## src/rtl/byte_reg_target_pkg.sv

```systemverilog
// Shared definitions for the byte-wide register target: address map
// constants, responder FSM encoding and the STATUS byte packing helper.
package byte_reg_target_pkg;

  localparam logic [15:0] ADDR_TXDATA = 16'h0100;
  localparam logic [15:0] ADDR_STATUS = 16'h0101;
  localparam logic [15:0] ADDR_ID     = 16'h0102;

  typedef enum logic [1:0] {
    IDLE = 2'd0,
    WAIT = 2'd1,
    RESP = 2'd2
  } state_t;

  // STATUS layout: {full, empty, 2'b00, level[3:0]}
  function automatic logic [7:0] status_byte(input logic full,
                                             input logic empty,
                                             input logic [3:0] level);
    return {full, empty, 2'b00, level};
  endfunction

endpackage

```

## src/rtl/byte_sync_fifo.sv

```systemverilog
// Single-clock byte FIFO. Pointers carry one extra wrap bit so that full
// and empty are told apart by the MSB compare. Pushes while full and pops
// while empty are ignored.
module byte_sync_fifo #(
  parameter int DEPTH = 8
) (
  input  logic       clk,
  input  logic       rst_n,
  input  logic       push,
  input  logic [7:0] wdata,
  output logic       full,
  input  logic       pop,
  output logic [7:0] rdata,
  output logic       empty,
  output logic [3:0] level
);

  localparam int AW = $clog2(DEPTH);

  logic [AW:0] wr_ptr_reg;
  logic [AW:0] rd_ptr_reg;
  logic [AW:0] fill;
  logic [7:0]  mem [DEPTH];
  logic        do_push;
  logic        do_pop;

  assign empty   = (wr_ptr_reg == rd_ptr_reg);
  assign full    = (wr_ptr_reg[AW] != rd_ptr_reg[AW]) &&
                   (wr_ptr_reg[AW-1:0] == rd_ptr_reg[AW-1:0]);
  assign do_push = push && !full;
  assign do_pop  = pop && !empty;
  assign fill    = wr_ptr_reg - rd_ptr_reg;
  assign level   = 4'(fill);
  assign rdata   = mem[rd_ptr_reg[AW-1:0]];

  // Pointer update; reset flushes the FIFO without touching storage.
  always_ff @(posedge clk or negedge rst_n) begin
    if (!rst_n) begin
      wr_ptr_reg <= '0;
      rd_ptr_reg <= '0;
    end else begin
      if (do_push) wr_ptr_reg <= wr_ptr_reg + 1'b1;
      if (do_pop)  rd_ptr_reg <= rd_ptr_reg + 1'b1;
    end
  end

  // Storage write; no reset so it can map onto distributed/block RAM.
  always_ff @(posedge clk) begin
    if (do_push) mem[wr_ptr_reg[AW-1:0]] <= wdata;
  end

endmodule

```

## src/rtl/byte_reg_target.sv

```systemverilog
// Byte-wide request responder: scratch bytes, ID, STATUS and a TX FIFO.
// A transfer is captured in IDLE, waits WAIT_CYCLES+1 cycles in WAIT and
// completes with a single ready pulse in RESP, where the side effect is
// committed. All outputs decode registered state only, never valid.
module byte_reg_target
  import byte_reg_target_pkg::*;
#(
  parameter int         REG_NUM     = 4,
  parameter int         FIFO_DEPTH  = 8,
  parameter int         WAIT_CYCLES = 0,
  parameter logic [7:0] ID_VALUE    = 8'hA5
) (
  input  logic        clk,
  input  logic        rst_n,
  input  logic        valid,
  input  logic        read,
  input  logic [15:0] addr,
  input  logic [7:0]  wdata,
  output logic [7:0]  rdata,
  output logic        ready,
  output logic        err,
  output logic [7:0]  tx_data,
  output logic        tx_valid,
  input  logic        tx_ready
);

  state_t      state_reg;
  state_t      state_next;
  logic [2:0]  wait_cnt_reg;
  logic [2:0]  wait_cnt_next;
  logic        capture;
  logic [15:0] addr_reg;
  logic        read_reg;
  logic [7:0]  wdata_reg;
  logic [7:0]  scratch_reg [REG_NUM];
  logic [7:0]  scratch_rd;

  logic        hit_scratch;
  logic        hit_tx;
  logic        hit_status;
  logic        hit_id;
  logic        resp_err;
  logic [7:0]  resp_data;

  logic        fifo_push;
  logic        fifo_pop;
  logic        fifo_full;
  logic        fifo_empty;
  logic [7:0]  fifo_rdata;
  logic [3:0]  fifo_level;

  // FSM state, wait counter and captured request.
  always_ff @(posedge clk or negedge rst_n) begin
    if (!rst_n) begin
      state_reg    <= IDLE;
      wait_cnt_reg <= '0;
      addr_reg     <= '0;
      read_reg     <= 1'b0;
      wdata_reg    <= '0;
    end else begin
      state_reg    <= state_next;
      wait_cnt_reg <= wait_cnt_next;
      if (capture) begin
        addr_reg  <= addr;
        read_reg  <= read;
        wdata_reg <= wdata;
      end
    end
  end

  // Next state: dropping valid in WAIT aborts with no side effect.
  always_comb begin
    state_next    = state_reg;
    wait_cnt_next = wait_cnt_reg;
    capture       = 1'b0;
    case (state_reg)
      IDLE: begin
        if (valid) begin
          capture       = 1'b1;
          wait_cnt_next = 3'(WAIT_CYCLES);
          state_next    = WAIT;
        end
      end
      WAIT: begin
        if (!valid) begin
          state_next = IDLE;
        end else if (wait_cnt_reg == 3'd0) begin
          state_next = RESP;
        end else begin
          wait_cnt_next = wait_cnt_reg - 3'd1;
        end
      end
      RESP:    state_next = IDLE;
      default: state_next = IDLE;
    endcase
  end

  assign hit_scratch = (addr_reg < 16'(REG_NUM));
  assign hit_tx      = (addr_reg == ADDR_TXDATA);
  assign hit_status  = (addr_reg == ADDR_STATUS);
  assign hit_id      = (addr_reg == ADDR_ID);

  // Scratch read mux over the captured address.
  always_comb begin
    scratch_rd = '0;
    for (int i = 0; i < REG_NUM; i++) begin
      if (addr_reg == 16'(i)) scratch_rd = scratch_reg[i];
    end
  end

  // Response decode; anything not explicitly legal is an error.
  always_comb begin
    resp_err  = 1'b1;
    resp_data = '0;
    if (hit_scratch) begin
      resp_err = 1'b0;
      if (read_reg) resp_data = scratch_rd;
    end else if (hit_tx) begin
      // Fullness is the pre-cycle state; a same-cycle pop does not help.
      if (!read_reg && !fifo_full) resp_err = 1'b0;
    end else if (hit_status) begin
      if (read_reg) begin
        resp_err  = 1'b0;
        resp_data = status_byte(fifo_full, fifo_empty, fifo_level);
      end
    end else if (hit_id) begin
      if (read_reg) begin
        resp_err  = 1'b0;
        resp_data = ID_VALUE;
      end
    end
  end

  assign ready     = (state_reg == RESP);
  assign err       = ready && resp_err;
  assign rdata     = (ready && !resp_err) ? resp_data : 8'h00;
  assign fifo_push = ready && hit_tx && !read_reg && !fifo_full;

  // Scratch bytes commit on the RESP cycle of a write.
  always_ff @(posedge clk or negedge rst_n) begin
    if (!rst_n) begin
      for (int i = 0; i < REG_NUM; i++) scratch_reg[i] <= '0;
    end else if (ready && !read_reg && hit_scratch) begin
      for (int i = 0; i < REG_NUM; i++) begin
        if (addr_reg == 16'(i)) scratch_reg[i] <= wdata_reg;
      end
    end
  end

  byte_sync_fifo #(
    .DEPTH(FIFO_DEPTH)
  ) u_tx_fifo (
    .clk   (clk),
    .rst_n (rst_n),
    .push  (fifo_push),
    .wdata (wdata_reg),
    .full  (fifo_full),
    .pop   (fifo_pop),
    .rdata (fifo_rdata),
    .empty (fifo_empty),
    .level (fifo_level)
  );

  assign tx_valid = !fifo_empty;
  assign fifo_pop = tx_valid && tx_ready;
  // Storage is unreset, so hide it while nothing is queued.
  assign tx_data  = fifo_empty ? 8'h00 : fifo_rdata;

endmodule

```

## config.mk

```make
export PLATFORM = sky130hd
export DESIGN_NAME = byte_reg_target
export DESIGN_NICKNAME = d
export VERILOG_FILES = /design/src/rtl/byte_reg_target_pkg.sv /design/src/rtl/byte_sync_fifo.sv /design/src/rtl/byte_reg_target.sv
export SDC_FILE = /design/constraint.sdc
export NUM_CORES = 1
export LEC_CHECK = 0
export CORE_AREA = 10 10 133 135
export DETAILED_ROUTE_END_ITERATION = 7
export DIE_AREA = 0 0 143 145
export PLACE_DENSITY = 0.61
export SLEW_MARGIN = 40
export SYNTH_ARGS = -nofsm -noshare
export SYNTH_HDL_FRONTEND = slang
export SYNTH_HIERARCHICAL = 1
export SYNTH_SLANG_ARGS = --single-unit
```

## constraint.sdc

```tcl
create_clock -name clk -period 3.6 [get_ports clk]
set_clock_uncertainty 0.15 [all_clocks]
set_input_delay 1.08 -clock clk [delete_from_list [all_inputs] [get_ports clk]]
set_output_delay 1.08 -clock clk [all_outputs]
set_load 0.02 [all_outputs]
```

==> Word level (Yosys, flattened, before mapping) <==
Memory sizes are Yosys's and may differ from the RTL's.
Index checks and enable logic that the tools add are counted.
W data, S select, Z words.
{ "word_totals": {"mem_bits_rw": 64, "input_bits": 29, "memories": 1, "out_inout_bits": 19, "regBits": 70} }
{ "op_classes": {"reduce_logical": 26, "n_eq_ne": 15, "magnitude_cmp": 1, "muxes": 31, "n_addsub": 4} }
{ "memory_table": {"columns": ["memory", "depth", "word_bits", "read_ports", "rd_clocked_by_memory_dff", "wr", "line_no", "text"], "rows": [
  ["u_tx_fifo.mem", 8, 8, 1, 0, 1, "byte_sync_fifo.sv:23", "logic [7:0] mem [DEPTH];"]
]} }
{ "ops": {"columns": ["op", "count"], "rows": [
  ["$mux W8", 13],
  ["$eq A16 B9 Y1 const B", 3],
  ["$eq A16 B2 Y1 const B", 2],
  ["$eq A16 B1 Y1 const B", 1],
  ["$logic_not A16 Y1", 1],
  ["$lt A16 B3 Y1 const B", 1],
  ["$logic_and A1 B1 Y1", 12],
  ["$mux W1", 10],
  ["$reduce_and A2 Y1", 5],
  ["$mux W3", 3],
  ["$add A4 B1 Y4 const B", 2],
  ["$mux W2", 3],
  ["$ne A2 B2 Y1 const B", 3],
  ["$pmux W3 S2", 1],
  ["$eq A4 B4 Y1", 1],
  ["$logic_not A1 Y1", 4],
  ["$pmux W2 S2", 1],
  ["$reduce_and A4 Y1", 1],
  ["$sub A4 B4 Y4", 1],
  ["$eq A3 B3 Y1", 1],
  ["$logic_not A3 Y1", 1],
  ["$ne A3 B3 Y1 const B", 1],
  ["$sub A3 B1 Y3 const B", 1],
  ["$eq A2 B1 Y1 const B", 1],
  ["4 further kinds", 4]
]} }

==> Depth between registers and ports, before layout <==
{ "logic_depth": {"depth_word": 10, "ltp_mapped": 11, "mapped_depth_nobuf": 9} }

==> Hierarchy <==
Netlist, hierarchy kept.
{ "modules_own_cells": {"columns": ["module", "cells_per_inst", "area_each_um2", "n_inst"], "rows": [
  ["byte_sync_fifo", 167, 2990.4, 1],
  ["byte_reg_target", 213, 2930.3, 1]
]} }

==> Worst setup path before layout <==
OpenSTA, ideal clock, no wires.
{ "synth_path": {"path_type": "flip-flop to output port", "startpoint": "register u_tx_fifo.rd_ptr_reg[1]", "endpoint": "output port rdata[1]", "n_path_buf": 2, "arrival_time_ns": 2.374, "slack_ns": -0.004, "stages_incl_launch_ff": 11, "required_ns": 2.370, "path_cell_list": "dfrtp_1 -> buf_2 -> buf_2 -> inv_1 -> ha_1 -> nand3_1 -> nor2_1 -> or3_1 -> a21oi_1 -> o21ai_0 -> nor2_1"} }
{ "synth_between": {"elab_chain_cells": 10, "word_cells_on_any_way": 15, "cone_classes": "add/sub (1); eq/ne (1); mux (8); reduce/logical (5)"} }
{ "synth_lines": {"columns": ["item", "line_no", "text"], "rows": [
  ["start, declared", "byte_sync_fifo.sv:21", "logic [AW:0] rd_ptr_reg;"],
  ["start signal, assigned", "byte_sync_fifo.sv:43", "if (do_pop) rd_ptr_reg <= rd_ptr_reg + 1'b1;"],
  ["$eq A3 B3 Y1", "byte_sync_fifo.sv:29", "(wr_ptr_reg[AW-1:0] == rd_ptr_reg[AW-1:0]);"],
  ["$logic_and A1 B1 Y1", "byte_sync_fifo.sv:28", "assign full = (wr_ptr_reg[AW] != rd_ptr_reg[AW]) &&"],
  ["via fifo_full", "byte_reg_target.sv:47", "logic fifo_full;"],
  ["$logic_not A1 Y1", "byte_reg_target.sv:120", "if (!read_reg && !fifo_full) resp_err = 1'b0;"],
  ["$logic_and A1 B1 Y1", "byte_reg_target.sv:120", null],
  ["$mux W1", "byte_reg_target.sv:120", null],
  ["$mux W1", "byte_reg_target.sv:118", "end else if (hit_tx) begin"],
  ["$mux W1", "byte_reg_target.sv:115", "if (hit_scratch) begin"],
  ["$logic_not A1 Y1", "byte_reg_target.sv:136", "assign rdata = (ready && !resp_err) ? resp_data : 8'h00;"],
  ["$logic_and A1 B1 Y1", "byte_reg_target.sv:136", null],
  ["$mux W8", "byte_reg_target.sv:136", null],
  ["end, declared", "byte_reg_target.sv:19", "output logic [7:0] rdata,"]
]} }
The timed path passes the listed nets, and every way through them passes these cells.

==> Final worst setup path <==
{ "layout_path": {"startpoint": "register u_tx_fifo.rd_ptr_reg[0]", "endpoint": "output port tx_valid"} }
{ "layout_between": {"elab_chain_cells": 2} }
{ "layout_lines": {"columns": ["item", "line_no", "text"], "rows": [
  ["$eq A4 B4 Y1", "byte_sync_fifo.sv:27", "assign empty = (wr_ptr_reg == rd_ptr_reg);"],
  ["via fifo_empty", "byte_reg_target.sv:48", "logic fifo_empty;"],
  ["$logic_not A1 Y1", "byte_reg_target.sv:164", "assign tx_valid = !fifo_empty;"],
  ["end, declared", "byte_reg_target.sv:23", "output logic tx_valid,"]
]} }
The timed path passes the listed nets, and every way through them passes these cells.

==> results.json <==
{
  "slew_viol_final": 0,
  "routed_wl_microns": 12280,
  "setup_viol": 0,
  "drv_cap": 0,
  "ios": 48,
  "row_count": 45,
  "cts_max_level": 4,
  "min_from": "scratch_reg[14]",
  "core_sq_um": 15030,
  "dr.pass1.iters": 4,
  "ys_ff_latch": 134,
  "hold_depth": 1,
  "p_per_area_nw_per_um2": 753.1,
  "yosys_warnings": 6,
  "syn-instance-count": 380,
  "port_buffers": 47,
  "wl_per_cell_microns": 18.44,
  "num_vias": 3395,
  "synth_edf_count": 64,
  "clk_pin_slew_ns": 0.06,
  "viasPerCell": 5.098,
  "reg2regPathDepth": 4,
  "grt_usage": 0.1237,
  "post-route-period-util": 0.9777,
  "hold_buffers": 0,
  "yosysSeqAreaShare": 0.6205,
  "clock_sinks": 134,
  "final_cells": 666,
  "status": "complete, no violations",
  "start_util": 0.3938,
  "clk_latency_ns": 0.42,
  "async_flop_share": 0.5224,
  "globalRouteOverflowTotal": 0,
  "grt_pass1_wl_microns": 19570,
  "die-area_sq_um": 20740,
  "hold_viol_final": 0,
  "hold_class": "reg -> reg",
  "cts_tree": "built",
  "drc": 0,
  "grt_pass1_vias": 3630,
  "p_leak_uw": 0.003074,
  "fin_setup_tns_ns": 0,
  "fmax_mhz": 284.1,
  "fin_crit_ns": 3.520,
  "max_slew_margin": 0.5270,
  "die_w_microns": 143,
  "largest_reg_flops": 64,
  "cts.root.buffer_cell": "clkbuf_16",
  "layout-drive-gt1-share": 0.3598,
  "worst_pin_slew_ns": 0.7041,
  "final_common_cell": "dfrtp_1",
  "synthFlopType": "dfrtp_1",
  "min_to": "scratch_reg[14]",
  "rsz0062_at_grt": "true",
  "synthDistinctLibCells": 47,
  "antenna_found_initial": 0,
  "layout_common_cells": "70 x dfrtp_1, 64 x edfxtp_1, 58 x mux2_2",
  "r2r-start": "addr_reg[5]",
  "r2r_end": "scratch_reg[20]",
  "first_iter_violations": 230,
  "fin_nets": 502,
  "syn_area_per_cell_sq_um": 15.58,
  "dp_hpwl_microns": 8488,
  "antenna_cells": 0,
  "cp-end-kind": "primary output",
  "start_kind": "flip-flop",
  "place_inst": 632,
  "crit_path_max_fanout": 4,
  "place_congestion": 0.7984,
  "worstPathArrival_ns": 2.29,
  "cts_buffer_depth": 2,
  "path_class": "reg -> out",
  "syn_area_sq_um": 5921,
  "vdd_drop_max_mv": 0.4394,
  "ant_nets": 0,
  "syn_nets": 417,
  "die_h_microns": 145,
  "reg2reg_slack_ns": 0.69,
  "cts_inserted_buffers": 17,
  "critPathRequiredTime_ns": 2.37,
  "grt_max_degree": 71,
  "syn_to_final_growth_pct": 26.50
}
==> Yosys cell counts, types with 2 or more instances <==
cell type,n,area [sq um]
a21oi_1,5,25.02
a22oi_1,3,22.52
and3_1,4,25.02
buf_2,4,20.02
clkbuf_1,8,30.03
dfrtp_1,70,1752
edfxtp_1,64,1922
ha_1,7,87.58
inv_1,13,48.80
mux2_2,58,653.1
mux4_2,23,518.0
nand2_1,31,116.4
nand2b_1,2,12.51
nand3_1,6,30.03
nand3b_1,2,15.01
nor2_1,16,60.06
nor2b_1,12,75.07
nor3_1,6,30.03
nor4_1,4,25.02
nor4_4,2,42.54
o21ai_0,6,30.03
xnor2_1,5,43.79
xor2_1,5,43.79
==> per-stage QoR <==
| step | hold WS (ns) | total power (uW) | cell area [sq um] | utilization | setup slack (ns) |
|---|---|---|---|---|---|
| floorplan | 0.3252 | 3162 | 5921 | - | -0.003957 |
| global placement | 0.3347 | 3715 | 6788 | 0.4515 | 0.06245 |
| detailed placement | 0.3407 | 3769 | 6792 | 0.4518 | 0.02005 |
| CTS | 0.3532 | 5684 | 7472 | 0.4970 | 0.008187 |
| global route | 0.3623 | 5947 | 7490 | 0.4982 | -0.01355 |
| finish | 0.3496 | 5641 | 7490 | 0.4982 | 0.08024 |
==> layout make-up <==
type,count,area (sq um)
multi-input cells,218,2168
repair buffers,80,704.4
fillers,1271,7543
well taps,188,235.2
flip-flops and latches,134,3674
clock buffers,20,456.7
clock inverters,12,198.9
inverters,14,52.55
==> worst max path at each step <==
stage / start / endpoint / slack [ns]
2_1_floorplan: u_tx_fifo/rd_ptr_reg[1] / rdata[1] / -0.004
3_3_place_gp: u_tx_fifo/rd_ptr_reg[1] / rdata[3] / 0.06
3_5_place_dp: u_tx_fifo/rd_ptr_reg[1] / rdata[6] / 0.02
4_1_cts: u_tx_fifo/rd_ptr_reg[0] / err / 0.008
5_1_grt: u_tx_fifo/rd_ptr_reg[0] / tx_valid / -0.01
6_report: u_tx_fifo/rd_ptr_reg[0] / tx_valid / 0.08
==> kinds of logic (layout without fill, tap and decap cells) <==
kind of cell | after synthesis | in the layout | synth area share
AOI/OAI and AO/OA | 21 | 21 | 0.02536
and+or+nand+nor | 94 | 94 | 0.08939
muxes | 84 | 84 | 0.2065
xor gates and xnor gates | 11 | 11 | 0.01754
buffers and inverters | 28 | 126 | 0.02261
adders and majority gates | 8 | 8 | 0.01817
DFF | 134 | 134 | 0.6205
==> worst max-delay path, stage by stage, from the launching register on <==
cell	delay (ns)
dfrtp_1	0.44
ha_4	0.30
nand3_2	0.09
buf_4	0.18
nor2_4	0.16
buf_4	0.14
inv_1	0.03
clkdlybuf4s50_1	0.52
==> per-layer routing <==
layer / GRT usage / routed length [microns] / vias up
met5: 0 / 0 / -
met4: 0.05521 / 163 / 0
met3: 0.03618 / 429 / 12
met2: 0.1961 / 6163 / 54
met1: 0.1521 / 5527 / 1739
li1: - / - / 1590
==> report_power, final <==
part	internal [uW]	leakage, uW	switching (uW)
sequential	1880	0.00148	295
combinational	790	0.00127	768
clock	1270	0.000320	639
total	3940	0.00307	1700
==> timing repair <==
action,in CTS,in global routing
gates resized for setup,35,11
gates cloned,0,0
setup buffers,1,1
setup endpoints to repair,18,6
pin swaps,0,1
No activity file was read; power rests on OpenSTA's default activity.
